[config.mk]
export PLATFORM = sky130hd
export DESIGN_NAME = gol_generation_sequencer_flat
export DESIGN_NICKNAME = d
export VERILOG_FILES = /design/src/rtl/gol_seq_pkg.sv /design/src/rtl/gol_generation_sequencer_if.sv /design/src/rtl/gol_seq_watchdog.sv /design/src/rtl/gol_generation_sequencer.sv /design/src/flat_wrapper.sv
export SDC_FILE = /design/constraint.sdc
export NUM_CORES = 1
export LEC_CHECK = 0
export CAP_MARGIN = 20
export CORE_MARGIN = 2
export CORE_UTILIZATION = 56
export DETAILED_ROUTE_END_ITERATION = 12
export GPL_TIMING_DRIVEN = 0
export PLACE_DENSITY = 0.89
export SYNTH_ARGS = -nofsm -noshare
export SYNTH_HDL_FRONTEND = slang
export SYNTH_SLANG_ARGS = --single-unit
[constraint.sdc]
create_clock -name clock -period 7.1 [get_ports clock]
set_input_delay 0.71 -clock clock [delete_from_list [all_inputs] [get_ports clock]]
set_output_delay 0.71 -clock clock [all_outputs]
set_load 0.02 [all_outputs]
[src/rtl/gol_seq_pkg.sv]
// Shared constants for the Game-of-Life generation sequencer: FSM state codes
// and default parameter values.
package gol_seq_pkg;

  localparam int ADDR_W_DEF         = 12;
  localparam int GEN_W_DEF          = 16;
  localparam int CLEAR_CYCLES_DEF   = 2;
  localparam int TIMEOUT_CYCLES_DEF = 1000000;

  localparam logic [1:0] ST_IDLE  = 2'd0;
  localparam logic [1:0] ST_CLEAR = 2'd1;
  localparam logic [1:0] ST_RUN   = 2'd2;
  localparam logic [1:0] ST_NEXT  = 2'd3;

endpackage

[src/rtl/gol_generation_sequencer_if.sv]
// HPS-control and engine-control bundle of the generation sequencer.
// slave = the sequencer itself, master = whoever drives commands/engine status.
interface gol_generation_sequencer_if #(
  parameter int ADDR_W = 12,
  parameter int GEN_W  = 16
);
  logic              io_start;
  logic              io_abort;
  logic [GEN_W-1:0]  io_generations;
  logic [ADDR_W-1:0] io_buffer_a;
  logic [ADDR_W-1:0] io_buffer_b;
  logic              io_busy;
  logic              io_done;
  logic              io_timeout;
  logic [ADDR_W-1:0] io_final_address;
  logic [GEN_W-1:0]  io_gen_count;
  logic              io_engine_reset;
  logic              io_engine_initialize;
  logic [ADDR_W-1:0] io_engine_starting_address;
  logic [ADDR_W-1:0] io_engine_result_address;
  logic              io_engine_completed;

  modport slave (
    input  io_start, io_abort, io_generations, io_buffer_a, io_buffer_b,
           io_engine_completed,
    output io_busy, io_done, io_timeout, io_final_address, io_gen_count,
           io_engine_reset, io_engine_initialize, io_engine_starting_address,
           io_engine_result_address
  );

  modport master (
    output io_start, io_abort, io_generations, io_buffer_a, io_buffer_b,
           io_engine_completed,
    input  io_busy, io_done, io_timeout, io_final_address, io_gen_count,
           io_engine_reset, io_engine_initialize, io_engine_starting_address,
           io_engine_result_address
  );
endinterface

[src/rtl/gol_seq_watchdog.sv]
// Per-generation cycle counter; expired is high during the LIMIT-th enabled
// cycle after the last clear. Saturates there until cleared.
module gol_seq_watchdog #(
  parameter int LIMIT = 1000000
) (
  input  logic clock,
  input  logic reset,
  input  logic clear,
  input  logic enable,
  output logic expired
);
  localparam int CW = $clog2(LIMIT + 1);

  logic [CW-1:0] cnt;

  assign expired = enable && (cnt == CW'(LIMIT - 1));

  always_ff @(posedge clock or posedge reset) begin
    if (reset)                  cnt <= '0;
    else if (clear)             cnt <= '0;
    else if (enable && !expired) cnt <= cnt + CW'(1);
  end
endmodule

[src/rtl/gol_generation_sequencer.sv]
// Runs the Game-of-Life engine for N generations, ping-ponging between two
// buffers. Optional per-generation watchdog: define GOL_SEQ_WATCHDOG_EN.
module gol_generation_sequencer
  import gol_seq_pkg::*;
#(
  parameter int ADDR_W         = ADDR_W_DEF,
  parameter int GEN_W          = GEN_W_DEF,
  parameter int CLEAR_CYCLES   = CLEAR_CYCLES_DEF,
  parameter int TIMEOUT_CYCLES = TIMEOUT_CYCLES_DEF
) (
  input logic                       clock,
  input logic                       reset,
  gol_generation_sequencer_if.slave bus
);
  localparam int CNT_W = (CLEAR_CYCLES > 1) ? $clog2(CLEAR_CYCLES) : 1;
  localparam logic [CNT_W-1:0] CLR_LAST = CNT_W'(CLEAR_CYCLES - 1);

  if (CLEAR_CYCLES < 1) begin : g_bad_clear
    $error("CLEAR_CYCLES must be at least 1");
  end
  if (TIMEOUT_CYCLES < 1) begin : g_bad_timeout
    $error("TIMEOUT_CYCLES must be at least 1");
  end

  logic [1:0]        state, state_nxt;
  logic              start_q, start_edge, kill, wd_expired, enter_clear;
  logic [GEN_W-1:0]  gens, gens_nxt, gen_count, gen_count_nxt;
  logic [ADDR_W-1:0] buf_a, buf_a_nxt, buf_b, buf_b_nxt;
  logic [ADDR_W-1:0] final_addr, final_addr_nxt, src, src_nxt, dst, dst_nxt;
  logic [CNT_W-1:0]  clr_cnt, clr_cnt_nxt;
  logic              done, done_nxt, busy, eng_rst, eng_init;

  assign start_edge = bus.io_start & ~start_q;
  assign kill       = bus.io_abort | wd_expired;

`ifdef GOL_SEQ_WATCHDOG_EN
  logic timeout;

  gol_seq_watchdog #(.LIMIT(TIMEOUT_CYCLES)) u_watchdog (
    .clock   (clock),
    .reset   (reset),
    .clear   (enter_clear),
    .enable  (state == ST_RUN),
    .expired (wd_expired)
  );

  always_ff @(posedge clock or posedge reset) begin
    if (reset)                                  timeout <= 1'b0;
    else if (state == ST_IDLE && start_edge)    timeout <= 1'b0;
    else if (state != ST_IDLE && wd_expired)    timeout <= 1'b1;
  end

  assign bus.io_timeout = timeout;
`else
  assign wd_expired     = 1'b0;
  assign bus.io_timeout = 1'b0;
`endif

  always_comb begin
    state_nxt      = state;
    gens_nxt       = gens;
    buf_a_nxt      = buf_a;
    buf_b_nxt      = buf_b;
    gen_count_nxt  = gen_count;
    final_addr_nxt = final_addr;
    clr_cnt_nxt    = clr_cnt;
    done_nxt       = done;
    src_nxt        = src;
    dst_nxt        = dst;
    enter_clear    = 1'b0;

    case (state)
      ST_IDLE: if (start_edge) begin
        gens_nxt       = bus.io_generations;
        buf_a_nxt      = bus.io_buffer_a;
        buf_b_nxt      = bus.io_buffer_b;
        gen_count_nxt  = '0;
        final_addr_nxt = bus.io_buffer_a;
        if (bus.io_generations == '0) begin
          done_nxt = 1'b1;
        end else begin
          done_nxt    = 1'b0;
          state_nxt   = ST_CLEAR;
          clr_cnt_nxt = '0;
        end
      end
      ST_CLEAR: begin
        if (clr_cnt == CLR_LAST) state_nxt   = ST_RUN;
        else                     clr_cnt_nxt = clr_cnt + CNT_W'(1);
      end
      ST_RUN: if (bus.io_engine_completed) begin
        state_nxt      = ST_NEXT;
        gen_count_nxt  = gen_count + GEN_W'(1);
        final_addr_nxt = dst;
      end
      default: begin
        // gen_count already holds the just-finished count here
        if (gen_count == gens) begin
          done_nxt  = 1'b1;
          state_nxt = ST_IDLE;
        end else begin
          state_nxt   = ST_CLEAR;
          clr_cnt_nxt = '0;
        end
      end
    endcase

    // abort/watchdog beat any in-flight completion; keep last finished board
    if (state != ST_IDLE && kill) begin
      state_nxt      = ST_IDLE;
      gen_count_nxt  = gen_count;
      final_addr_nxt = final_addr;
      done_nxt       = 1'b0;
    end

    enter_clear = (state_nxt == ST_CLEAR) && (state != ST_CLEAR);
    if (enter_clear) begin
      src_nxt = gen_count_nxt[0] ? buf_b_nxt : buf_a_nxt;
      dst_nxt = gen_count_nxt[0] ? buf_a_nxt : buf_b_nxt;
    end
  end

  always_ff @(posedge clock or posedge reset) begin
    if (reset) begin
      state      <= ST_IDLE;
      start_q    <= 1'b1;
      gens       <= '0;
      buf_a      <= '0;
      buf_b      <= '0;
      gen_count  <= '0;
      final_addr <= '0;
      clr_cnt    <= '0;
      done       <= 1'b0;
      src        <= '0;
      dst        <= '0;
      busy       <= 1'b0;
      eng_rst    <= 1'b1;
      eng_init   <= 1'b0;
    end else begin
      state      <= state_nxt;
      start_q    <= bus.io_start;
      gens       <= gens_nxt;
      buf_a      <= buf_a_nxt;
      buf_b      <= buf_b_nxt;
      gen_count  <= gen_count_nxt;
      final_addr <= final_addr_nxt;
      clr_cnt    <= clr_cnt_nxt;
      done       <= done_nxt;
      src        <= src_nxt;
      dst        <= dst_nxt;
      busy       <= (state_nxt != ST_IDLE);
      eng_rst    <= (state_nxt == ST_IDLE) || (state_nxt == ST_CLEAR);
      eng_init   <= (state_nxt == ST_RUN);
    end
  end

  assign bus.io_busy                    = busy;
  assign bus.io_done                    = done;
  assign bus.io_final_address           = final_addr;
  assign bus.io_gen_count               = gen_count;
  assign bus.io_engine_reset            = eng_rst;
  assign bus.io_engine_initialize       = eng_init;
  assign bus.io_engine_starting_address = src;
  assign bus.io_engine_result_address   = dst;
endmodule

[src/flat_wrapper.sv]
// flat-port wrapper written by rule: the top's interface ports become plain ports
module gol_generation_sequencer_flat import gol_seq_pkg::*;
#(
  parameter int ADDR_W         = ADDR_W_DEF,
  parameter int GEN_W          = GEN_W_DEF,
  parameter int CLEAR_CYCLES   = CLEAR_CYCLES_DEF,
  parameter int TIMEOUT_CYCLES = TIMEOUT_CYCLES_DEF
)
  (clock, reset, bus_io_start, bus_io_abort, bus_io_generations, bus_io_buffer_a, bus_io_buffer_b, bus_io_engine_completed, bus_io_busy, bus_io_done, bus_io_timeout, bus_io_final_address, bus_io_gen_count, bus_io_engine_reset, bus_io_engine_initialize, bus_io_engine_starting_address, bus_io_engine_result_address);
  gol_generation_sequencer_if #(.ADDR_W(ADDR_W), .GEN_W(GEN_W)) bus_i ();
  input logic clock;
  input logic reset;
  input wire logic [$bits(bus_i.io_start)-1:0] bus_io_start;
  input wire logic [$bits(bus_i.io_abort)-1:0] bus_io_abort;
  input wire logic [$bits(bus_i.io_generations)-1:0] bus_io_generations;
  input wire logic [$bits(bus_i.io_buffer_a)-1:0] bus_io_buffer_a;
  input wire logic [$bits(bus_i.io_buffer_b)-1:0] bus_io_buffer_b;
  input wire logic [$bits(bus_i.io_engine_completed)-1:0] bus_io_engine_completed;
  output wire logic [$bits(bus_i.io_busy)-1:0] bus_io_busy;
  output wire logic [$bits(bus_i.io_done)-1:0] bus_io_done;
  output wire logic [$bits(bus_i.io_timeout)-1:0] bus_io_timeout;
  output wire logic [$bits(bus_i.io_final_address)-1:0] bus_io_final_address;
  output wire logic [$bits(bus_i.io_gen_count)-1:0] bus_io_gen_count;
  output wire logic [$bits(bus_i.io_engine_reset)-1:0] bus_io_engine_reset;
  output wire logic [$bits(bus_i.io_engine_initialize)-1:0] bus_io_engine_initialize;
  output wire logic [$bits(bus_i.io_engine_starting_address)-1:0] bus_io_engine_starting_address;
  output wire logic [$bits(bus_i.io_engine_result_address)-1:0] bus_io_engine_result_address;
  assign bus_i.io_start = bus_io_start;
  assign bus_i.io_abort = bus_io_abort;
  assign bus_i.io_generations = bus_io_generations;
  assign bus_i.io_buffer_a = bus_io_buffer_a;
  assign bus_i.io_buffer_b = bus_io_buffer_b;
  assign bus_i.io_engine_completed = bus_io_engine_completed;
  assign bus_io_busy = bus_i.io_busy;
  assign bus_io_done = bus_i.io_done;
  assign bus_io_timeout = bus_i.io_timeout;
  assign bus_io_final_address = bus_i.io_final_address;
  assign bus_io_gen_count = bus_i.io_gen_count;
  assign bus_io_engine_reset = bus_i.io_engine_reset;
  assign bus_io_engine_initialize = bus_i.io_engine_initialize;
  assign bus_io_engine_starting_address = bus_i.io_engine_starting_address;
  assign bus_io_engine_result_address = bus_i.io_engine_result_address;
  gol_generation_sequencer #(.ADDR_W(ADDR_W), .GEN_W(GEN_W), .CLEAR_CYCLES(CLEAR_CYCLES), .TIMEOUT_CYCLES(TIMEOUT_CYCLES)) u_core (.clock(clock), .reset(reset), .bus(bus_i));
endmodule
==> impl_metrics.xml, run 1 <==
<?xml version="1.0" encoding="UTF-8"?>
<metrics>
  <group name="sta">
    <metric name="grt_setup_unrepaired" unit="">no</metric>
    <metric name="finalCriticalPeriod" unit="ns">3.11</metric>
    <metric name="tightestPinTransition" unit="ns">0.918</metric>
    <metric name="finalHoldViolations" unit="">0</metric>
    <metric name="finalMaxSlewViolations" unit="">0</metric>
    <metric name="max_freq" unit="MHz">322</metric>
    <metric name="finalSetupViolCount" unit="">0</metric>
    <metric name="fin_ws" unit="ns">3.99</metric>
    <metric name="slew_headroom" unit="">0.388</metric>
    <metric name="fin_worst_skew" unit="ns">0.00871</metric>
    <metric name="setup_total_neg_slack" unit="ns">0</metric>
    <metric name="layout_worst_path_cycle_share" unit="">0.438</metric>
  </group>
  <group name="yosys">
    <metric name="synth-warning-count" unit="">0</metric>
    <metric name="synth_area" unit="sq mm">0.00510</metric>
    <metric name="syn-mean-instance-area" unit="sq um">10.9</metric>
    <metric name="synth-main-ff-cell" unit="">sky130_fd_sc_hd__dfrtp_1</metric>
    <metric name="synthesis.instances" unit="">467</metric>
    <metric name="synth.distinct_cells" unit="">46</metric>
    <metric name="synth_edf_count" unit="">0</metric>
    <metric name="syn-num-nets" unit="">518</metric>
    <metric name="yosys_register_bits" unit="">100</metric>
    <metric name="synth_sequential_area_ratio" unit="">0.491</metric>
    <metric name="async_reset_ff_frac" unit="">1.00</metric>
  </group>
  <group name="floorplan">
    <metric name="die_area" unit="sq mm">0.00990</metric>
    <metric name="std_cell_rows" unit="">34</metric>
    <metric name="num_io_pins" unit="">102</metric>
    <metric name="die_h" unit="um">99.5</metric>
    <metric name="core_area" unit="sq mm">0.00876</metric>
    <metric name="initial_core_util" unit="">0.583</metric>
    <metric name="die_width" unit="um">99.5</metric>
  </group>
  <group name="drt">
    <metric name="antenna_left" unit="">0</metric>
    <metric name="viasPerCell" unit="">6.08</metric>
    <metric name="route.detailed.drc" unit="">0</metric>
    <metric name="drt_wl_total" unit="um">13700</metric>
    <metric name="num_vias" unit="">4198</metric>
    <metric name="route.detailed.wl_per_inst" unit="um">19.8</metric>
    <metric name="drt-initial-drc-count" unit="">392</metric>
    <metric name="dr.pass1.iters" unit="">7</metric>
  </group>
  <group name="critical_path">
    <metric name="arrival" unit="ns">3.36</metric>
    <metric name="setup.worst_path.class" unit="">primary input to register</metric>
    <metric name="critical_path_peak_fanout" unit="">10</metric>
    <metric name="setup.worst_path.end_class" unit="">register</metric>
    <metric name="start_kind" unit="">primary input</metric>
    <metric name="worstPathRequired" unit="ns">7.35</metric>
  </group>
  <group name="clocking">
    <metric name="cts.repair_timing.setup_buffer_count" unit="">0</metric>
    <metric name="cts_inserted_buffers" unit="">9</metric>
    <metric name="cts.clk_slew.worst_paths" unit="ns">0.10</metric>
    <metric name="cts_max_level" unit="">3</metric>
    <metric name="clock-sinks" unit="">100</metric>
    <metric name="post_cts_resize_count" unit="">0</metric>
    <metric name="cts_root_buf" unit="">sky130_fd_sc_hd__clkbuf_8</metric>
    <metric name="holdBufCountCts" unit="">0</metric>
    <metric name="cts-root-to-sink-buffers" unit="">2</metric>
    <metric name="tritoncts_clock_tree" unit="">built</metric>
    <metric name="clkLatencyLatePin" unit="ns">0.37</metric>
  </group>
  <group name="layout">
    <metric name="insertedDiodeCount" unit="">0</metric>
    <metric name="fraction_of_the_core_area_covered_by_cells_at_the_end_of_the_flow" unit="">0.736</metric>
    <metric name="layout-area-overhead-vs-synth" unit="%">26.3</metric>
    <metric name="fin_area" unit="sq mm">0.00645</metric>
    <metric name="layout_common_cells" unit="">sky130_fd_sc_hd__nand2_1 (142), sky130_fd_sc_hd__clkdlybuf4s50_1 (99), sky130_fd_sc_hd__dfrtp_1 (98), sky130_fd_sc_hd__mux2_2 (23), sky130_fd_sc_hd__xnor2_1 (20)</metric>
    <metric name="design.final.nets" unit="">629</metric>
    <metric name="post_route_cells_drive_above_1_share" unit="">0.105</metric>
    <metric name="layout.cells.most_common" unit="">sky130_fd_sc_hd__nand2_1</metric>
  </group>
  <group name="global_routing">
    <metric name="grt_pass1_wl" unit="um">21800</metric>
    <metric name="grt_max_degree" unit="">54</metric>
    <metric name="global_route.usage.total" unit="">0.287</metric>
    <metric name="grt.overflow.total" unit="">0</metric>
    <metric name="first_global_vias" unit="">4248</metric>
    <metric name="grt_antenna_before_repair" unit="">0</metric>
  </group>
  <group name="place">
    <metric name="portBuffers" unit="">99</metric>
    <metric name="post_dp_cell_area" unit="sq mm">0.00626</metric>
    <metric name="place.detailed.hpwl" unit="um">9640</metric>
    <metric name="dp_slack" unit="ns">3.67</metric>
    <metric name="place.gp.congestion" unit="">0.942</metric>
  </group>
  <group name="outcome">
    <metric name="outcome" unit="">complete, no violations</metric>
  </group>
  <group name="min_path">
    <metric name="worstHoldPathType" unit="">register to register</metric>
  </group>
  <group name="pwr">
    <metric name="p_per_area" unit="mW/mm^2">401</metric>
    <metric name="p_leak" unit="nW">2.93</metric>
    <metric name="max-vdd-ir-drop" unit="mV">0.157</metric>
    <metric name="fin_total_pwr" unit="mW">2.59</metric>
  </group>
  <group name="job">
    <metric name="timing.max_cap.violations" unit="">0</metric>
  </group>
</metrics>
[layout make-up]
cell class                 instances  area, sq um
sequential                       100         2500
multi-input combinational        332         2430
fill                             584         2320
timing repair buffer             100         1020
clock buffer                      10          138
buffer                            26          138
tap                              108          135
clock inverter                     6         48.8
inverter                           9         36.3
[flip-flops by register name, indices dropped and copies added, names as in the netlist]
register / cells
u_core.buf_a: 12
u_core.buf_b: 12
u_core.bus.io_busy: 1
u_core.bus.io_done: 1
u_core.bus.io_engine_initialize: 1
u_core.bus.io_engine_reset: 1
u_core.bus.io_engine_result_address: 12
u_core.bus.io_engine_starting_address: 12
u_core.bus.io_final_address: 12
u_core.bus.io_gen_count: 16
u_core.clr_cnt: 1
u_core.gens: 16
u_core.start_q: 1
u_core.state: 2
[stage by stage]
step | cells | hold slack [ns]
floorplan | 467 | 0.444
global placement | 674 | 0.458
detailed placement | 675 | 0.470
CTS | 691 | 0.492
global route | 691 | 0.519
finish | 691 | 0.485
[logic make-up (layout without fill, tap and decap cells)]
family / after synthesis / count (layout) / synth area share
compound gates: 36 / 36 / 0.0473
other cells: 1 / 1 / 0.000735
xor+xnor: 28 / 28 / 0.0480
simple gates: 201 / 201 / 0.169
mux: 60 / 60 / 0.196
fa+ha+maj: 6 / 6 / 0.0147
buf+inv: 35 / 151 / 0.0336
flops: 100 / 100 / 0.491
[where the power goes]
part | internal [mW] | switching [mW] | total, mW
registers | 0.804 | 0.175 | 0.979
clock network | 0.140 | 0.209 | 0.348
logic | 0.619 | 0.640 | 1.26
total | 1.56 | 1.02 | 2.59
[Yosys cell counts (all sizes together), types with 4 or more instances]
master	number	area, sq um
ha	6	75.1
mux2	24	270
buf	12	85.1
xor2	8	70.1
o31ai	5	37.5
dfrtp	98	2450
mux4	24	612
clkbuf	14	52.6
nand3	5	25.0
mux2i	12	120
o21ai	16	80.1
inv	9	33.8
nand2	142	533
and3	4	25.0
nor2	17	63.8
xnor2	20	175
nand4	10	62.6
nor4	5	31.3
[worst max-delay path, cell delays in order]
cell                              delay (ns)
sky130_fd_sc_hd__clkdlybuf4s50_1        0.46
sky130_fd_sc_hd__nor4_1                 0.34
sky130_fd_sc_hd__nand2_1                0.16
sky130_fd_sc_hd__o21bai_1               0.25
sky130_fd_sc_hd__a31oi_1                0.14
sky130_fd_sc_hd__o311ai_2               0.52
sky130_fd_sc_hd__buf_2                  0.40
sky130_fd_sc_hd__mux2_2                 0.38
[per-layer routing]
metal	up-vias	track usage	wire [um]
met4	0	0.119	400
met3	40	0.0471	1010
met5	-	0	0
li1	1852	-	-
met1	2072	0.373	5230
met2	234	0.482	7030
[worst paths after layout]
path | depth (start not counted) | endpoint | slack, ns | startpoint
min in group asynchronous | 2 | u_core.gens[13]$_DFFE_PP0P_ | 0.80 | reset
hold / removal | 2 | u_core.bus.io_final_address[4]$_DFFE_PP0P_ | 0.48 | u_core.bus.io_final_address[4]$_DFFE_PP0P_
hold reg to reg | 2 | u_core.bus.io_final_address[4]$_DFFE_PP0P_ | 0.48 | u_core.bus.io_final_address[4]$_DFFE_PP0P_
setup / recovery | 8 | u_core.bus.io_engine_starting_address[7]$_DFFE_PP0P_ | 3.99 | bus_io_generations[7]
max in group asynchronous | 3 | u_core.bus.io_final_address[11]$_DFFE_PP0P_ | 5.66 | reset
setup reg to reg | 8 | u_core.bus.io_engine_starting_address[7]$_DFFE_PP0P_ | 4.04 | u_core.bus.io_gen_count[2]$_DFFE_PP0P_
(Power assumes the default switching activity.)
==> inputs of run 2 (changes only) <==
--- a/config.mk
+++ b/config.mk
@@ -7,10 +7,10 @@
 export LEC_CHECK = 0
 export CAP_MARGIN = 20
 export CORE_MARGIN = 2
-export CORE_UTILIZATION = 56
+export CORE_UTILIZATION = 52
 export DETAILED_ROUTE_END_ITERATION = 12
 export GPL_TIMING_DRIVEN = 0
-export PLACE_DENSITY = 0.89
+export PLACE_DENSITY = 0.83
 export SYNTH_ARGS = -nofsm -noshare
 export SYNTH_HDL_FRONTEND = slang
 export SYNTH_SLANG_ARGS = --single-unit
==> constraint.sdc (replaced) <==
create_clock -name clock -period 3.05 [get_ports clock]
set_input_delay 0.305 -clock clock [delete_from_list [all_inputs] [get_ports clock]]
set_output_delay 0.305 -clock clock [all_outputs]
set_load 0.02 [all_outputs]
==> impl_metrics.xml, run 2 (synthesis gave the netlist of run 1 again) <==
<?xml version="1.0" encoding="UTF-8"?>
<metrics>
  <group name="pwr">
    <metric name="logic_gate_share_of_total_power" unit="">0.475</metric>
    <metric name="max-vdd-ir-drop" unit="mV">0.350</metric>
    <metric name="power.internal" unit="mW">3.81</metric>
    <metric name="power.share.switching" unit="">0.383</metric>
    <metric name="p_per_area" unit="mW/mm^2">943</metric>
    <metric name="p_leak" unit="nW">2.96</metric>
    <metric name="power.sequential.fraction" unit="">0.366</metric>
    <metric name="total_switching_power" unit="mW">2.37</metric>
    <metric name="clock_power_share" unit="">0.159</metric>
    <metric name="fin_total_pwr" unit="mW">6.18</metric>
  </group>
  <group name="critical_path">
    <metric name="crit_path_top_delay_cell" unit="">sky130_fd_sc_hd__clkdlybuf4s15_1</metric>
    <metric name="timing.critical_path.buf_inv" unit="">3</metric>
    <metric name="arrival" unit="ns">3.18</metric>
    <metric name="critical_path_peak_fanout" unit="">10</metric>
    <metric name="setup.worst_path.class" unit="">register to register</metric>
    <metric name="r2r-end" unit="">u_core.bus.io_engine_starting_address[7]$_DFFE_PP0P_</metric>
    <metric name="setup.reg_to_reg.worst_slack" unit="ns">0.13</metric>
    <metric name="start_kind" unit="">register</metric>
    <metric name="setup.worst_path.end_class" unit="">register</metric>
    <metric name="worst_path_dominant_cell_family" unit="">buffers and inverters</metric>
    <metric name="cp_slowest_stage_delay" unit="ns">0.71</metric>
    <metric name="timing.critical_path.cells" unit="">inv_1 &gt; ha_1 &gt; buf_2 &gt; nand3b_1 &gt; clkdlybuf4s15_1 &gt; mux4_1 &gt; mux2_2</metric>
    <metric name="timing.reg2reg.worst_path_depth" unit="">7</metric>
    <metric name="worstPathRequired" unit="ns">3.31</metric>
    <metric name="logic_depth_of_the_worst_path_buffers_included" unit="">7</metric>
    <metric name="r2r_start" unit="">u_core.state[0]$_DFF_PP0_</metric>
  </group>
  <group name="floorplan">
    <metric name="num_io_pins" unit="">102</metric>
    <metric name="core_area" unit="sq mm">0.00964</metric>
    <metric name="die_width" unit="um">103</metric>
    <metric name="initial_core_util" unit="">0.530</metric>
    <metric name="std_cell_rows" unit="">36</metric>
    <metric name="die_h" unit="um">103</metric>
    <metric name="die_area" unit="sq mm">0.0106</metric>
  </group>
  <group name="drt">
    <metric name="route.detailed.wl_per_inst" unit="um">18.2</metric>
    <metric name="dr.pass1.iters" unit="">4</metric>
    <metric name="drt_wl_total" unit="um">13000</metric>
    <metric name="drt-initial-drc-count" unit="">181</metric>
    <metric name="num_vias" unit="">4050</metric>
    <metric name="antenna_left" unit="">0</metric>
    <metric name="route.detailed.drc" unit="">0</metric>
    <metric name="viasPerCell" unit="">5.66</metric>
  </group>
  <group name="layout">
    <metric name="total_area_of_multi_input_combinational_cells" unit="sq mm">0.00245</metric>
    <metric name="footprint_of_the_flip_flops_and_latches" unit="sq mm">0.00250</metric>
    <metric name="layout.cells.most_common" unit="">sky130_fd_sc_hd__nand2_1</metric>
    <metric name="layout_common_cells" unit="">sky130_fd_sc_hd__nand2_1 (142), sky130_fd_sc_hd__clkdlybuf4s50_1 (99), sky130_fd_sc_hd__dfrtp_1 (98), sky130_fd_sc_hd__mux2_2 (23), sky130_fd_sc_hd__xnor2_1 (20)</metric>
    <metric name="post_route_cells_drive_above_1_share" unit="">0.108</metric>
    <metric name="layout-area-overhead-vs-synth" unit="%">28.4</metric>
    <metric name="insertedDiodeCount" unit="">0</metric>
    <metric name="number_of_filler_cells_placed_in_the_layout" unit="">720</metric>
    <metric name="design.final.nets" unit="">629</metric>
    <metric name="fin_area" unit="sq mm">0.00655</metric>
  </group>
  <group name="clocking">
    <metric name="tritoncts_clock_tree" unit="">built</metric>
    <metric name="clkLatencyLatePin" unit="ns">0.38</metric>
    <metric name="clock-sinks" unit="">100</metric>
    <metric name="cts_root_buf" unit="">sky130_fd_sc_hd__clkbuf_8</metric>
    <metric name="cts_inserted_buffers" unit="">9</metric>
    <metric name="cts_max_level" unit="">3</metric>
    <metric name="cts.clk_slew.worst_paths" unit="ns">0.11</metric>
    <metric name="cts-root-to-sink-buffers" unit="">2</metric>
    <metric name="holdBufCountCts" unit="">0</metric>
  </group>
  <group name="global_routing">
    <metric name="first_global_vias" unit="">3969</metric>
    <metric name="grt_pass1_wl" unit="um">20400</metric>
    <metric name="global_route.usage.total" unit="">0.254</metric>
    <metric name="grt_antenna_before_repair" unit="">0</metric>
    <metric name="grt_max_degree" unit="">56</metric>
    <metric name="grt.overflow.total" unit="">0</metric>
  </group>
  <group name="sta">
    <metric name="fin_ws" unit="ns">0.129</metric>
    <metric name="tightestPinTransition" unit="ns">0.804</metric>
    <metric name="fin_worst_skew" unit="ns">0.0185</metric>
    <metric name="finalHoldViolations" unit="">0</metric>
    <metric name="slew_headroom" unit="">0.464</metric>
    <metric name="finalMaxSlewViolations" unit="">0</metric>
    <metric name="grt_setup_unrepaired" unit="">no</metric>
    <metric name="finalSetupViolCount" unit="">0</metric>
    <metric name="finalCriticalPeriod" unit="ns">2.92</metric>
    <metric name="layout_worst_path_cycle_share" unit="">0.958</metric>
    <metric name="max_freq" unit="MHz">342</metric>
  </group>
  <group name="place">
    <metric name="portBuffers" unit="">99</metric>
    <metric name="place.detailed.hpwl" unit="um">9380</metric>
    <metric name="dp_slack" unit="ns">0.0152</metric>
    <metric name="place.gp.congestion" unit="">0.827</metric>
    <metric name="post_dp_cell_area" unit="sq mm">0.00629</metric>
  </group>
  <group name="outcome">
    <metric name="outcome" unit="">complete, no violations</metric>
  </group>
  <group name="min_path">
    <metric name="worstHoldPathType" unit="">primary input to asynchronous set/reset pin</metric>
  </group>
  <group name="job">
    <metric name="timing.max_cap.violations" unit="">0</metric>
  </group>
</metrics>
==> run 2: what timing repair did <==
item | in CTS | in global routing
buffers inserted | 0 | 0
resized for setup | 0 | 5
endpoints found under the setup margin | 0 | 24
==> run 2: area by class of cell <==
type,instances,share of cell area
clock inverters,6,0.0147
multi-input cells,332,0.374
clock buffers,10,0.0210
repair buffers,100,0.155
plain buffers,26,0.0220
inverters,9,0.00554
well taps,133,0.0254
flip-flops and latches,100,0.382
==> run 2: routing by layer <==
metal,global-route usage,wire length [um],vias to the layer above
li1,-,-,1847
met5,0,0,-
met1,0.341,5410,2037
met4,0.0850,268,0
met2,0.424,6730,144
met3,0.0434,629,22
==> run 2: how the worst max path moves through the flow <==
stage	startpoint	endpoint	slack, ns
2_1_floorplan	reset	u_core.buf_a[0]$_DFF_PP0_	0.13
3_3_place_gp	reset	u_core.bus.io_engine_starting_address[3]$_DFFE_PP0P_	-1.26
3_5_place_dp	bus_io_generations[8]	u_core.bus.io_engine_starting_address[7]$_DFFE_PP0P_	0.02
4_1_cts	u_core.state[0]$_DFF_PP0_	u_core.bus.io_engine_starting_address[7]$_DFFE_PP0P_	0.13
5_1_grt	u_core.state[0]$_DFF_PP0_	u_core.bus.io_engine_starting_address[9]$_DFFE_PP0P_	0.03
6_report	u_core.state[0]$_DFF_PP0_	u_core.bus.io_engine_starting_address[7]$_DFFE_PP0P_	0.13
==> run 2: power by group through the flow <==
| stage | sequential, mW | clock (mW) | combinational (mW) |
|---|---|---|---|
| 6_report | 2.26 | 0.983 | 2.94 |
| 5_1_grt | 2.31 | 1.05 | 3.16 |
| 4_1_cts | 2.25 | 0.985 | 2.92 |
| 3_5_place_dp | 2.27 | 0 | 2.90 |
| 3_3_place_gp | 2.23 | 0 | 2.78 |
| 2_1_floorplan | 2.50 | 0 | 1.57 |
==> run 2: metrics by stage <==
step | TNS, ns | utilization | cells | hold WS (ns)
floorplan | 0 | - | 467 | 0.309
global placement | -124.03 | 0.650 | 699 | 0.458
detailed placement | 0 | 0.653 | 700 | 0.472
CTS | 0 | 0.677 | 716 | 0.364
global route | 0 | 0.680 | 716 | 0.432
finish | 0 | 0.680 | 716 | 0.356
==> run 2: worst register-to-register path, delay by kind of cell (launching register included) <==
family        cells  cell delay, ns
fa+ha+maj         1            0.23
buf+inv           3            1.02
flops             1            0.46
mux               2            0.94
simple gates      1            0.16
==> inputs of run 3 (changes only) <==
--- a/config.mk
+++ b/config.mk
@@ -7,10 +7,10 @@
 export LEC_CHECK = 0
 export CAP_MARGIN = 20
 export CORE_MARGIN = 2
-export CORE_UTILIZATION = 52
+export CORE_UTILIZATION = 56
 export DETAILED_ROUTE_END_ITERATION = 12
 export GPL_TIMING_DRIVEN = 0
-export PLACE_DENSITY = 0.83
+export PLACE_DENSITY = 0.89
 export SYNTH_ARGS = -nofsm -noshare
 export SYNTH_HDL_FRONTEND = slang
 export SYNTH_SLANG_ARGS = --single-unit
==> constraint.sdc (replaced) <==
create_clock -name clock -period 3.5 [get_ports clock]
set_input_delay 0.35 -clock clock [delete_from_list [all_inputs] [get_ports clock]]
set_output_delay 0.35 -clock clock [all_outputs]
set_load 0.02 [all_outputs]
==> impl_metrics.xml, run 3 (synthesis gave the netlist of run 1 again) <==
<?xml version="1.0" encoding="UTF-8"?>
<metrics>
  <group name="global_routing">
    <metric name="grt.overflow.total" unit="">0</metric>
    <metric name="first_global_vias" unit="">4255</metric>
    <metric name="grt_pass1_wl" unit="um">21800</metric>
    <metric name="global_route.peak_usage_layer" unit="">met2</metric>
    <metric name="routing_usage_on_met3" unit="">0.0492</metric>
    <metric name="grt_max_degree" unit="">54</metric>
    <metric name="globalRouteMet2Util" unit="">0.480</metric>
    <metric name="global_route.usage.total" unit="">0.287</metric>
    <metric name="use_met1" unit="">0.371</metric>
    <metric name="grt_antenna_before_repair" unit="">0</metric>
  </group>
  <group name="drt">
    <metric name="num_vias" unit="">4195</metric>
    <metric name="antenna_left" unit="">0</metric>
    <metric name="route.detailed.drc" unit="">0</metric>
    <metric name="dr.pass1.iters" unit="">5</metric>
    <metric name="drt_wl_total" unit="um">13700</metric>
    <metric name="viasPerCell" unit="">6.07</metric>
    <metric name="drt-initial-drc-count" unit="">424</metric>
    <metric name="route.detailed.wl_per_inst" unit="um">19.8</metric>
  </group>
  <group name="critical_path">
    <metric name="setup.worst_path.end_class" unit="">register</metric>
    <metric name="critical_path_peak_fanout" unit="">10</metric>
    <metric name="worstPathRequired" unit="ns">3.75</metric>
    <metric name="arrival" unit="ns">3.31</metric>
    <metric name="start_kind" unit="">register</metric>
    <metric name="setup.worst_path.class" unit="">register to register</metric>
  </group>
  <group name="layout">
    <metric name="insertedDiodeCount" unit="">0</metric>
    <metric name="fraction_of_the_core_area_covered_by_cells_at_the_end_of_the_flow" unit="">0.736</metric>
    <metric name="total_area_of_multi_input_combinational_cells" unit="sq mm">0.00243</metric>
    <metric name="footprint_of_the_flip_flops_and_latches" unit="sq mm">0.00250</metric>
    <metric name="layout.cells.most_common" unit="">sky130_fd_sc_hd__nand2_1</metric>
    <metric name="finish.cell_count_without_fillers" unit="">691</metric>
    <metric name="layout-area-overhead-vs-synth" unit="%">26.3</metric>
    <metric name="layout_common_cells" unit="">sky130_fd_sc_hd__nand2_1 (142), sky130_fd_sc_hd__clkdlybuf4s50_1 (99), sky130_fd_sc_hd__dfrtp_1 (98), sky130_fd_sc_hd__mux2_2 (23), sky130_fd_sc_hd__xnor2_1 (20)</metric>
    <metric name="post_route_cells_drive_above_1_share" unit="">0.105</metric>
    <metric name="number_of_filler_cells_placed_in_the_layout" unit="">584</metric>
    <metric name="design.final.nets" unit="">629</metric>
  </group>
  <group name="floorplan">
    <metric name="die_h" unit="um">99.5</metric>
    <metric name="initial_core_util" unit="">0.583</metric>
    <metric name="die_width" unit="um">99.5</metric>
    <metric name="std_cell_rows" unit="">34</metric>
    <metric name="core_area" unit="sq mm">0.00876</metric>
    <metric name="num_io_pins" unit="">102</metric>
    <metric name="die_area" unit="sq mm">0.00990</metric>
  </group>
  <group name="clocking">
    <metric name="cts.clk_slew.worst_paths" unit="ns">0.10</metric>
    <metric name="cts_inserted_buffers" unit="">9</metric>
    <metric name="clock-sinks" unit="">100</metric>
    <metric name="holdBufCountCts" unit="">0</metric>
    <metric name="post_cts_resize_count" unit="">0</metric>
    <metric name="cts_root_buf" unit="">sky130_fd_sc_hd__clkbuf_8</metric>
    <metric name="clkLatencyLatePin" unit="ns">0.37</metric>
    <metric name="cts_max_level" unit="">3</metric>
    <metric name="cts.repair_timing.setup_buffer_count" unit="">0</metric>
    <metric name="tritoncts_clock_tree" unit="">built</metric>
    <metric name="cts-root-to-sink-buffers" unit="">2</metric>
  </group>
  <group name="sta">
    <metric name="fin_worst_skew" unit="ns">0.0106</metric>
    <metric name="fin_ws" unit="ns">0.438</metric>
    <metric name="slew_headroom" unit="">0.400</metric>
    <metric name="finalSetupViolCount" unit="">0</metric>
    <metric name="setup_total_neg_slack" unit="ns">0</metric>
    <metric name="finalCriticalPeriod" unit="ns">3.06</metric>
    <metric name="layout_worst_path_cycle_share" unit="">0.875</metric>
    <metric name="max_freq" unit="MHz">327</metric>
    <metric name="tightestPinTransition" unit="ns">0.900</metric>
    <metric name="finalMaxSlewViolations" unit="">0</metric>
    <metric name="finalHoldViolations" unit="">0</metric>
    <metric name="grt_setup_unrepaired" unit="">no</metric>
  </group>
  <group name="job">
    <metric name="timing.max_cap.violations" unit="">0</metric>
  </group>
  <group name="pwr">
    <metric name="p_leak" unit="nW">2.93</metric>
    <metric name="p_per_area" unit="mW/mm^2">814</metric>
    <metric name="max-vdd-ir-drop" unit="mV">0.320</metric>
  </group>
  <group name="outcome">
    <metric name="outcome" unit="">complete, no violations</metric>
  </group>
  <group name="min_path">
    <metric name="worstHoldPathType" unit="">primary input to asynchronous set/reset pin</metric>
  </group>
  <group name="place">
    <metric name="dp_cells" unit="">675</metric>
    <metric name="place.gp.congestion" unit="">0.942</metric>
    <metric name="portBuffers" unit="">99</metric>
    <metric name="dp_slack" unit="ns">0.432</metric>
    <metric name="place.detailed.hpwl" unit="um">9640</metric>
  </group>
</metrics>
run 3: path summary, 6_finish.rpt:
path	startpoint	to	slack [ns]	depth (start not counted)
worst max-delay path	u_core.bus.io_gen_count[2]$_DFFE_PP0P_	u_core.bus.io_engine_starting_address[7]$_DFFE_PP0P_	0.44	8
worst min-delay path	reset	u_core.bus.io_engine_starting_address[10]$_DFFE_PP0P_	0.43	2
worst max register to register	u_core.bus.io_gen_count[2]$_DFFE_PP0P_	u_core.bus.io_engine_starting_address[7]$_DFFE_PP0P_	0.44	8
worst min register to register	u_core.bus.io_final_address[4]$_DFFE_PP0P_	u_core.bus.io_final_address[4]$_DFFE_PP0P_	0.49	2
max in group asynchronous	reset	u_core.bus.io_final_address[11]$_DFFE_PP0P_	2.43	3
min in group clock	bus_io_engine_completed	u_core.bus.io_gen_count[1]$_DFFE_PP0P_	0.47	4
run 3: area by class of cell:
type | instances | area share
multi-input combinational | 332 | 0.377
tap | 108 | 0.0210
inverter | 9 | 0.00563
clock inverter | 6 | 0.00757
buffer | 26 | 0.0213
clock buffer | 10 | 0.0213
sequential | 100 | 0.389
timing repair buffer | 100 | 0.158
run 3: power by group:
group / internal [mW] / total, mW / switching (mW)
clock network: 0.283 / 0.706 / 0.423
logic: 1.26 / 2.56 / 1.30
registers: 1.63 / 1.99 / 0.356
total: 3.17 / 5.25 / 2.08
run 3: routing by layer:
layer	vias up	routed length, um
li1	1850	-
met5	-	0
met4	0	335
met3	42	1020
met1	2068	5260
met2	235	7090
run 3: critical path: stages, from the launching register on:
cell and delay, ns:
sky130_fd_sc_hd__dfrtp_1 0.40, sky130_fd_sc_hd__buf_2 0.19, sky130_fd_sc_hd__xnor2_1 0.24, sky130_fd_sc_hd__nand4_1 0.17, sky130_fd_sc_hd__nor4_1 0.71, sky130_fd_sc_hd__a221oi_2 0.24, sky130_fd_sc_hd__o311ai_2 0.23, sky130_fd_sc_hd__buf_2 0.40
sky130_fd_sc_hd__mux2_2 0.38
run 3: metrics by stage:
stage / area [sq um] / hold slack, ns / power [mW]
after floorplan: 5100 / 0.354 / 3.54
after global placement: 6230 / 0.458 / 4.34
after detailed placement: 6260 / 0.470 / 4.51
after CTS: 6450 / 0.461 / 5.24
after global routing: 6450 / 0.490 / 5.53
final: 6450 / 0.434 / 5.25
